[src/rtl/qspi_cmd_ctrl.sv]
// QSPI command front end: parses opcode/address/length headers from the RX FIFO
// and turns them into single-byte memory writes or memory reads pushed to the TX FIFO.
module qspi_cmd_ctrl #(
  parameter  int ADDR_BYTES = 2,
  localparam int ADDR_W     = 8 * ADDR_BYTES
) (
  input  logic              clk,
  input  logic              async_nreset,
  input  logic [7:0]        rd_data,
  input  logic              rd_valid,
  output logic              rd_ready,
  output logic [7:0]        wr_data,
  input  logic              wr_valid,
  output logic              wr_ready,
  input  logic              closed,
  output logic [ADDR_W-1:0] mem_addr,
  output logic [7:0]        mem_wdata,
  output logic              mem_wr,
  output logic              mem_rd,
  input  logic [7:0]        mem_rdata,
  input  logic              mem_ready,
  output logic              busy,
  output logic [7:0]        err_count
);

  localparam logic [3:0] S_IDLE    = 4'd0;
  localparam logic [3:0] S_CMD     = 4'd1;
  localparam logic [3:0] S_ADDR    = 4'd2;
  localparam logic [3:0] S_LEN     = 4'd3;
  localparam logic [3:0] S_WR_DATA = 4'd4;
  localparam logic [3:0] S_WR_MEM  = 4'd5;
  localparam logic [3:0] S_RD_MEM  = 4'd6;
  localparam logic [3:0] S_RD_PUSH = 4'd7;
  localparam logic [3:0] S_SKIP    = 4'd8;

  logic [3:0] state_reg;
  logic [8:0] count_reg;
  logic [3:0] abyte_reg;
  logic       is_read_reg;
  logic       abort_reg;
  logic       pop;

  // Header states refuse bytes while closed so the abort wins over a same-cycle byte.
  always_comb begin
    pop = 1'b0;
    case (state_reg)
      S_IDLE:                            pop = rd_valid & closed;
      S_CMD, S_ADDR, S_LEN, S_WR_DATA:   pop = rd_valid & ~closed;
      S_SKIP:                            pop = rd_valid;
      default:                           pop = 1'b0;
    endcase
  end

  assign rd_ready = pop & async_nreset;
  assign wr_ready = (state_reg == S_RD_PUSH) & wr_valid & ~closed;
  assign mem_wr   = (state_reg == S_WR_MEM);
  assign mem_rd   = (state_reg == S_RD_MEM);
  assign busy     = (state_reg != S_IDLE);

  always_ff @(posedge clk or negedge async_nreset) begin
    if (!async_nreset) begin
      state_reg   <= S_IDLE;
      count_reg   <= '0;
      abyte_reg   <= '0;
      is_read_reg <= 1'b0;
      abort_reg   <= 1'b0;
      mem_addr    <= '0;
      mem_wdata   <= '0;
      wr_data     <= '0;
      err_count   <= '0;
    end else begin
      case (state_reg)
        S_IDLE: begin
          if (!closed) state_reg <= S_CMD;
        end
        S_CMD: begin
          if (closed) begin
            state_reg <= S_IDLE;
          end else if (rd_valid) begin
            abyte_reg <= '0;
            abort_reg <= 1'b0;
            case (rd_data[7:6])
              2'b00: begin is_read_reg <= 1'b0; state_reg <= S_ADDR; end
              2'b01: begin is_read_reg <= 1'b1; state_reg <= S_ADDR; end
              default: begin
                state_reg <= S_SKIP;
                if (err_count != 8'hFF) err_count <= err_count + 8'd1;
              end
            endcase
          end
        end
        S_ADDR: begin
          if (closed) begin
            state_reg <= S_IDLE;
          end else if (rd_valid) begin
            mem_addr <= (mem_addr << 8) | ADDR_W'(rd_data);
            if (abyte_reg == 4'(ADDR_BYTES - 1)) state_reg <= S_LEN;
            else                                 abyte_reg <= abyte_reg + 4'd1;
          end
        end
        S_LEN: begin
          if (closed) begin
            state_reg <= S_IDLE;
          end else if (rd_valid) begin
            count_reg <= (rd_data == 8'd0) ? 9'd256 : {1'b0, rd_data};
            state_reg <= is_read_reg ? S_RD_MEM : S_WR_DATA;
          end
        end
        S_WR_DATA: begin
          if (closed) begin
            state_reg <= S_IDLE;
          end else if (rd_valid) begin
            mem_wdata <= rd_data;
            state_reg <= S_WR_MEM;
          end
        end
        S_WR_MEM: begin
          // A close seen while the request is outstanding is remembered until it completes.
          if (mem_ready) begin
            abort_reg <= 1'b0;
            mem_addr  <= mem_addr + ADDR_W'(1);
            count_reg <= count_reg - 9'd1;
            if (closed || abort_reg)     state_reg <= S_IDLE;
            else if (count_reg == 9'd1)  state_reg <= S_SKIP;
            else                         state_reg <= S_WR_DATA;
          end else begin
            abort_reg <= abort_reg | closed;
          end
        end
        S_RD_MEM: begin
          if (mem_ready) begin
            abort_reg <= 1'b0;
            wr_data   <= mem_rdata;
            state_reg <= (closed || abort_reg) ? S_IDLE : S_RD_PUSH;
          end else begin
            abort_reg <= abort_reg | closed;
          end
        end
        S_RD_PUSH: begin
          if (closed) begin
            state_reg <= S_IDLE;
          end else if (wr_valid) begin
            mem_addr  <= mem_addr + ADDR_W'(1);
            count_reg <= count_reg - 9'd1;
            state_reg <= (count_reg == 9'd1) ? S_SKIP : S_RD_MEM;
          end
        end
        S_SKIP: begin
          if (closed) state_reg <= S_IDLE;
        end
        default: state_reg <= S_IDLE;
      endcase
    end
  end

endmodule

[config.mk]
export PLATFORM = sky130hd
export DESIGN_NAME = qspi_cmd_ctrl
export DESIGN_NICKNAME = d
export VERILOG_FILES = /design/src/rtl/qspi_cmd_ctrl.sv
export SDC_FILE = /design/constraint.sdc
export NUM_CORES = 1
export LEC_CHECK = 0
export BUFFER_PORTS_ARGS = -buffer_cell sky130_fd_sc_hd__buf_2
export CORE_UTILIZATION = 50
export CTS_CLUSTER_SIZE = 10
export DETAILED_ROUTE_END_ITERATION = 8
export GPL_TIMING_DRIVEN = 0
export MAX_ROUTING_LAYER = met4
export PLACE_DENSITY_LB_ADDON = 0.3
export SLEW_MARGIN = 10
export SYNTH_ARGS = -nofsm -noshare
export SYNTH_HDL_FRONTEND = slang
export SYNTH_SLANG_ARGS = --single-unit
[constraint.sdc]
create_clock -name clk -period 5.86 [get_ports clk]
set_input_delay 0.293 -clock clk [delete_from_list [all_inputs] [get_ports clk]]
set_output_delay 0.293 -clock clk [all_outputs]
set_load 0.05 [all_outputs]
* After elaboration in Yosys (flattened, before gate mapping)
Cells that the tools add are included.
** Operators by class
- Equal/unequal tests :: 31
- Bitwise gates (word level) :: 9
- Multiplexer cells :: 47
- Add/sub/neg operators :: 4
- Reductions and logical operators :: 22
** Operator list (count)
- 2-to-1 mux 4 bit :: 24
- 2-to-1 mux 16 bit :: 5
- 2-to-1 mux 9 bit :: 6
- case mux 16 bit (3 select lines) :: 1
- case mux 4 bit (9 select lines) :: 1
- case mux 9 bit (3 select lines) :: 1
- inequality test 2 bit, second input constant :: 11
- inequality test 3 bit, second input constant :: 6
- AND reduction 6 bit :: 3
- adder 16 x 1 -> 16 bit, second input constant :: 1
- equality test 4 x 3 -> 1 bit, second input constant :: 4
- bitwise OR 16 x 8 -> 16 bit :: 1
- AND reduction 10 bit :: 1
- equality test 9 x 1 -> 1 bit, second input constant :: 1
- subtractor 9 x 1 -> 9 bit, second input constant :: 1
- adder 8 x 1 -> 8 bit, second input constant :: 1
- equality test 4 x 1 -> 1 bit, second input constant :: 2
- equality test 4 x 2 -> 1 bit, second input constant :: 2
- zero test 8 bit :: 1
- inequality test 8 bit, second input constant :: 1
- case mux 4 bit (2 select lines) :: 1
- AND reduction 3 bit :: 2
- nonzero test 2 bit :: 3
- nonzero test 3 bit :: 2
- 21 further kinds :: 31
** Storage, ports and cells
- Bits of input ports :: 22
- Word-level logic and storage cells :: 122
- Register bits after elaboration :: 59

* Longest topological paths before layout
- Word-level depth :: 6
- Mapped depth :: 8
- Mapped depth without buffers :: 7

* Worst setup path after synthesis
No wires, ideal clock.
- Path type :: reg2reg
- Start :: register state_reg[2]
- End :: register wr_data[0]
- Stages on the path, launching flop included :: 7
- Buffers on the path :: 2
- Clock period less this slack :: 2.264 ns
- Path slack :: 3.596 ns
- Arrival :: 2.139 ns
- Library setup time :: 0.125 ns
- Cell sequence :: dfrtp_1 -> buf_6 -> buf_4 -> inv_1 -> nor3_2 -> nand2_1 -> mux2_2
** On the way
- Cells in the longest elaborated chain, start to end :: 2
** Ends and longest elaborated chain
- from (decl) :: RTL line 36 : logic [3:0] state_reg;
- from (signal assigned) :: RTL line 106 : state_reg <= is_read_reg ? S_RD_MEM : S_WR_DATA;
- from (signal assigned) :: RTL line 134 : state_reg <= (closed || abort_reg) ? S_IDLE : S_RD_PUSH;
- from (signal assigned) :: RTL line 145 : state_reg <= (count_reg == 9'd1) ? S_SKIP : S_RD_MEM;
- equality test 4 x 3 -> 1 bit
- net mem_rd :: RTL line 19 : output logic mem_rd,
- AND reduction 2 bit (no source line)
- to (signal assigned) :: RTL line 133 : wr_data <= mem_rdata;
- to (decl) :: RTL line 12 : output logic [7:0] wr_data,
The timed path passes the listed nets, and every way through them passes these cells.
A chain may end at the register's enable or synchronous reset.

* Final worst setup path
- Start :: register state_reg[2]
- End :: output mem_wr
** On the way
- Cells in the longest elaborated chain, start to end :: 1
** Ends and longest elaborated chain
- equality test 4 x 3 -> 1 bit :: RTL line 56 : assign mem_wr = (state_reg == S_WR_MEM);
- to (decl) :: RTL line 18 : output logic mem_wr,
Every way passes these cells.

==> impl_metrics.ini <==
[pwr]
cellPowerDensity_nw_per_um2 = 557
swShare_pct = 50.7
leakage_nw = 1.94
p_seq_share_pct = 30.9
p_int_mw = 1.11
clkPwrFrac_pct = 15.2
power_frac_comb_pct = 53.9
p_switching_mw = 1.14
ir_drop_v = 0.000249

[place]
place_area_sq_um = 3870
place_ws_ns = 3.70
post-dp-hpwl_mm = 6.15
port_buffers = 65
dp_cells = 511
gp_congestion = 0.897

[finish]
postLayoutCellArea_sq_um = 4050
regArea_sq_um = 1480
multi_input_area_sq_um = 1810
fillCellCount = 579
largest_register_ffs = 16
nets = 473
syn_to_final_growth_pct = 17.5
utilization_pct = 62.4
diodes = 0
fin_cells = 526
drive_gt1_share_pct = 26.7

[synthesis]
synth_xor_area_share_pct = 2.29
netlist_area_sq_um = 3450
syn_inst = 369
async_flop_share_pct = 100
yosysWarnings = 0
synthAdderAreaFrac_pct = 2.18
syn_nets = 397
synth-compound-area-share_pct = 20.4
ys_ff_latch = 59
synth_ff_type = dfrtp_1
synth_top_family_by_area = compound AO/OA/AOI/OAI gates
synth_cell_types = 58
synth_mux_area_share_pct = 7.69
synth_enable_flop_cells = 0
seq_area_frac_synth_pct = 42.8
syn-mean-instance-area_sq_um = 9.35
synth_simple_gate_area_share_pct = 20.1

[clock_tree]
clk_pin_slew_ns = 0.07
worst_skew_pair.late_latency_ns = 0.34
tritoncts.num_buffers = 9
postCtsSetupBuffers = 0
cts_root_buf = clkbuf_8
clockBufferDepth = 2
htreeDepth = 3
hold_buffers = 0
cts.sinks = 59
cts-resized-gates = 0
cts_tree = built

[worst_setup_path]
crit_fanout = 10
required_ns = 5.57
worst_ep_arrival_time_ns = 2.26
start_kind = flip-flop
endpoint_kind = output pin
critPathKind = reg -> out

[min_path]
hold_class = in -> async

[grt]
grt_max_degree = 61
grt_pass1_vias = 3058
track_usage_pct = 26.1
grt_pass1_wl_mm = 14.4
globalRouteOverflowTotal = 0
antenna_found_initial = 0

[sta]
post-route-period-util_pct = 43.5
worst_pin_slew_ns = 0.767
setup_tns_ns = 0
fin_skew_ns = 0.00714
slew_violations = 0
maxSlewHeadroom_pct = 48.9
setup_viol_count_final = 0
layout_min_cycle_time_ns = 2.55
timing.fmax_mhz = 392
rsz0062_at_grt = false
worst_slack_ns = 3.31
final_hold_viol_count = 0

[die]
dieArea_sq_um = 7230
dieWidth_um = 85.0
dieHeight_um = 85.0
ioPinCount = 67
core-area_sq_um = 6490
rows = 29
floorplan.initialDensity_pct = 53.1

[drt]
drc = 0
wl_mm = 8.78
ant_nets = 0
drt_iter0_markers = 288
vias = 3206
drt_pass1_iterations = 5
wl_per_cell_um = 16.7
vias_per_cell = 6.10

[flow_run]
maxCapViolations = 0

[status]
status = completed
==> critical path: stages (launching register included) <==
cell and delay, ns:
dfrtp_1 0.44, buf_6 0.17, buf_4 0.17, nand2_1 0.14
buf_2 0.27, buf_1 0.40, nor2_1 0.11, buf_2 0.23
==> layout make-up <==
class	count	share of cell area (%)
Clock buffer	13	4.17
Multi-Input combinational cell	275	44.8
Sequential cell	59	36.4
Buffer	22	2.69
Inverter	13	1.20
Clock inverter	2	0.247
Tap cell	77	2.38
Timing Repair Buffer	65	8.09
==> routing by layer <==
layer / global-route usage (%) / up-vias / routed length (um)
met4: 12.0 / 0 / 199
met3: 5.16 / 25 / 600
met5: - / - / 0
li1: - / 1499 / -
met1: 35.3 / 1549 / 4000
met2: 38.0 / 133 / 3980
==> logic make-up (layout without fill, tap and decap cells) <==
family	count (synthesis)	count (layout)
fa+ha+maj	6	6
compound gates	108	108
xor+xnor	9	9
simple gates	128	128
flops	59	59
buf+inv	35	115
mux	24	24
==> stage by stage <==
| stage | hold WS (ns) | power, mW |
|---|---|---|
| CTS | 0.0461 | 2.25 |
| detailed placement | 0.415 | 1.90 |
| floorplan | -0.00259 | 1.61 |
| global placement | 0.484 | 1.88 |
| finish | 0.0131 | 2.26 |
| global route | 0.0885 | 2.38 |
==> cell usage after synthesis (2+ instances only) <==
library cell	n	area, sq um
mux2i_1	4	40.0
nand3_1	12	60.1
and2b_1	3	22.5
o21ai_0	32	160
or3_1	3	18.8
o22a_1	3	26.3
nand4_1	5	31.3
nand2_1	26	97.6
and2_1	3	18.8
nor2b_1	6	37.5
ha_1	6	75.1
nor4_1	3	18.8
a21o_1	2	15.0
nand2b_1	4	25.0
o32ai_1	3	26.3
xor2_1	3	26.3
o211a_1	2	20.0
a22oi_1	3	22.5
o22ai_1	7	43.8
and3_1	10	62.6
and3b_1	3	26.3
a211oi_1	2	15.0
a2bb2oi_1	3	26.3
o21a_1	4	30.0
buf_2	12	60.1
a32oi_1	2	17.5
and4_1	3	26.3
nor3_1	10	50.1
nor2_1	28	105
mux2_2	19	214
xnor2_1	6	52.6
clkbuf_1	7	26.3
inv_1	13	48.8
a31oi_1	5	31.3
o31ai_1	2	15.0
nor3b_1	3	22.5
a21oi_1	28	140
dfrtp_1	59	1480
==> cells in the final DEF (no fill, tap or decap), drive strengths merged, types with 5 or more instances in the layout <==
master	instances
clkbuf	20
and3	10
nor2b	6
nor3	12
ha	6
nand2	26
a31oi	5
nand3	13
a21oi	29
dfrtp	59
inv	13
o21ai	32
nand4	5
nor2	28
xnor2	6
o22ai	7
mux2	20
buf	80
==> path summary, 6_finish.rpt <==
| check | slack (ns) | start | endpoint | depth (start not counted) |
|---|---|---|---|---|
| worst min register to register | 0.50 | wr_data[7] | wr_data[7] | 1 |
| worst min-delay path | 0.01 | async_nreset | abyte_reg[1] | 1 |
| worst max-delay path | 3.31 | state_reg[2] | mem_wr | 7 |
| min in group clk | 0.18 | mem_rdata[6] | wr_data[6] | 2 |
| max in group asynchronous | 5.33 | async_nreset | err_count[1] | 1 |
| worst max register to register | 3.80 | state_reg[2] | err_count[1] | 5 |
==> power by group through the flow <==
stage | Clock, mW | Sequential [mW] | Combinational [mW]
2_1_floorplan | 0 | 1.03 | 0.582
3_3_place_gp | 0 | 0.693 | 1.19
3_5_place_dp | 0 | 0.701 | 1.20
4_1_cts | 0.349 | 0.694 | 1.21
5_1_grt | 0.367 | 0.719 | 1.29
6_report | 0.342 | 0.698 | 1.22
Note: power is estimated with default switching activity, not from simulation.
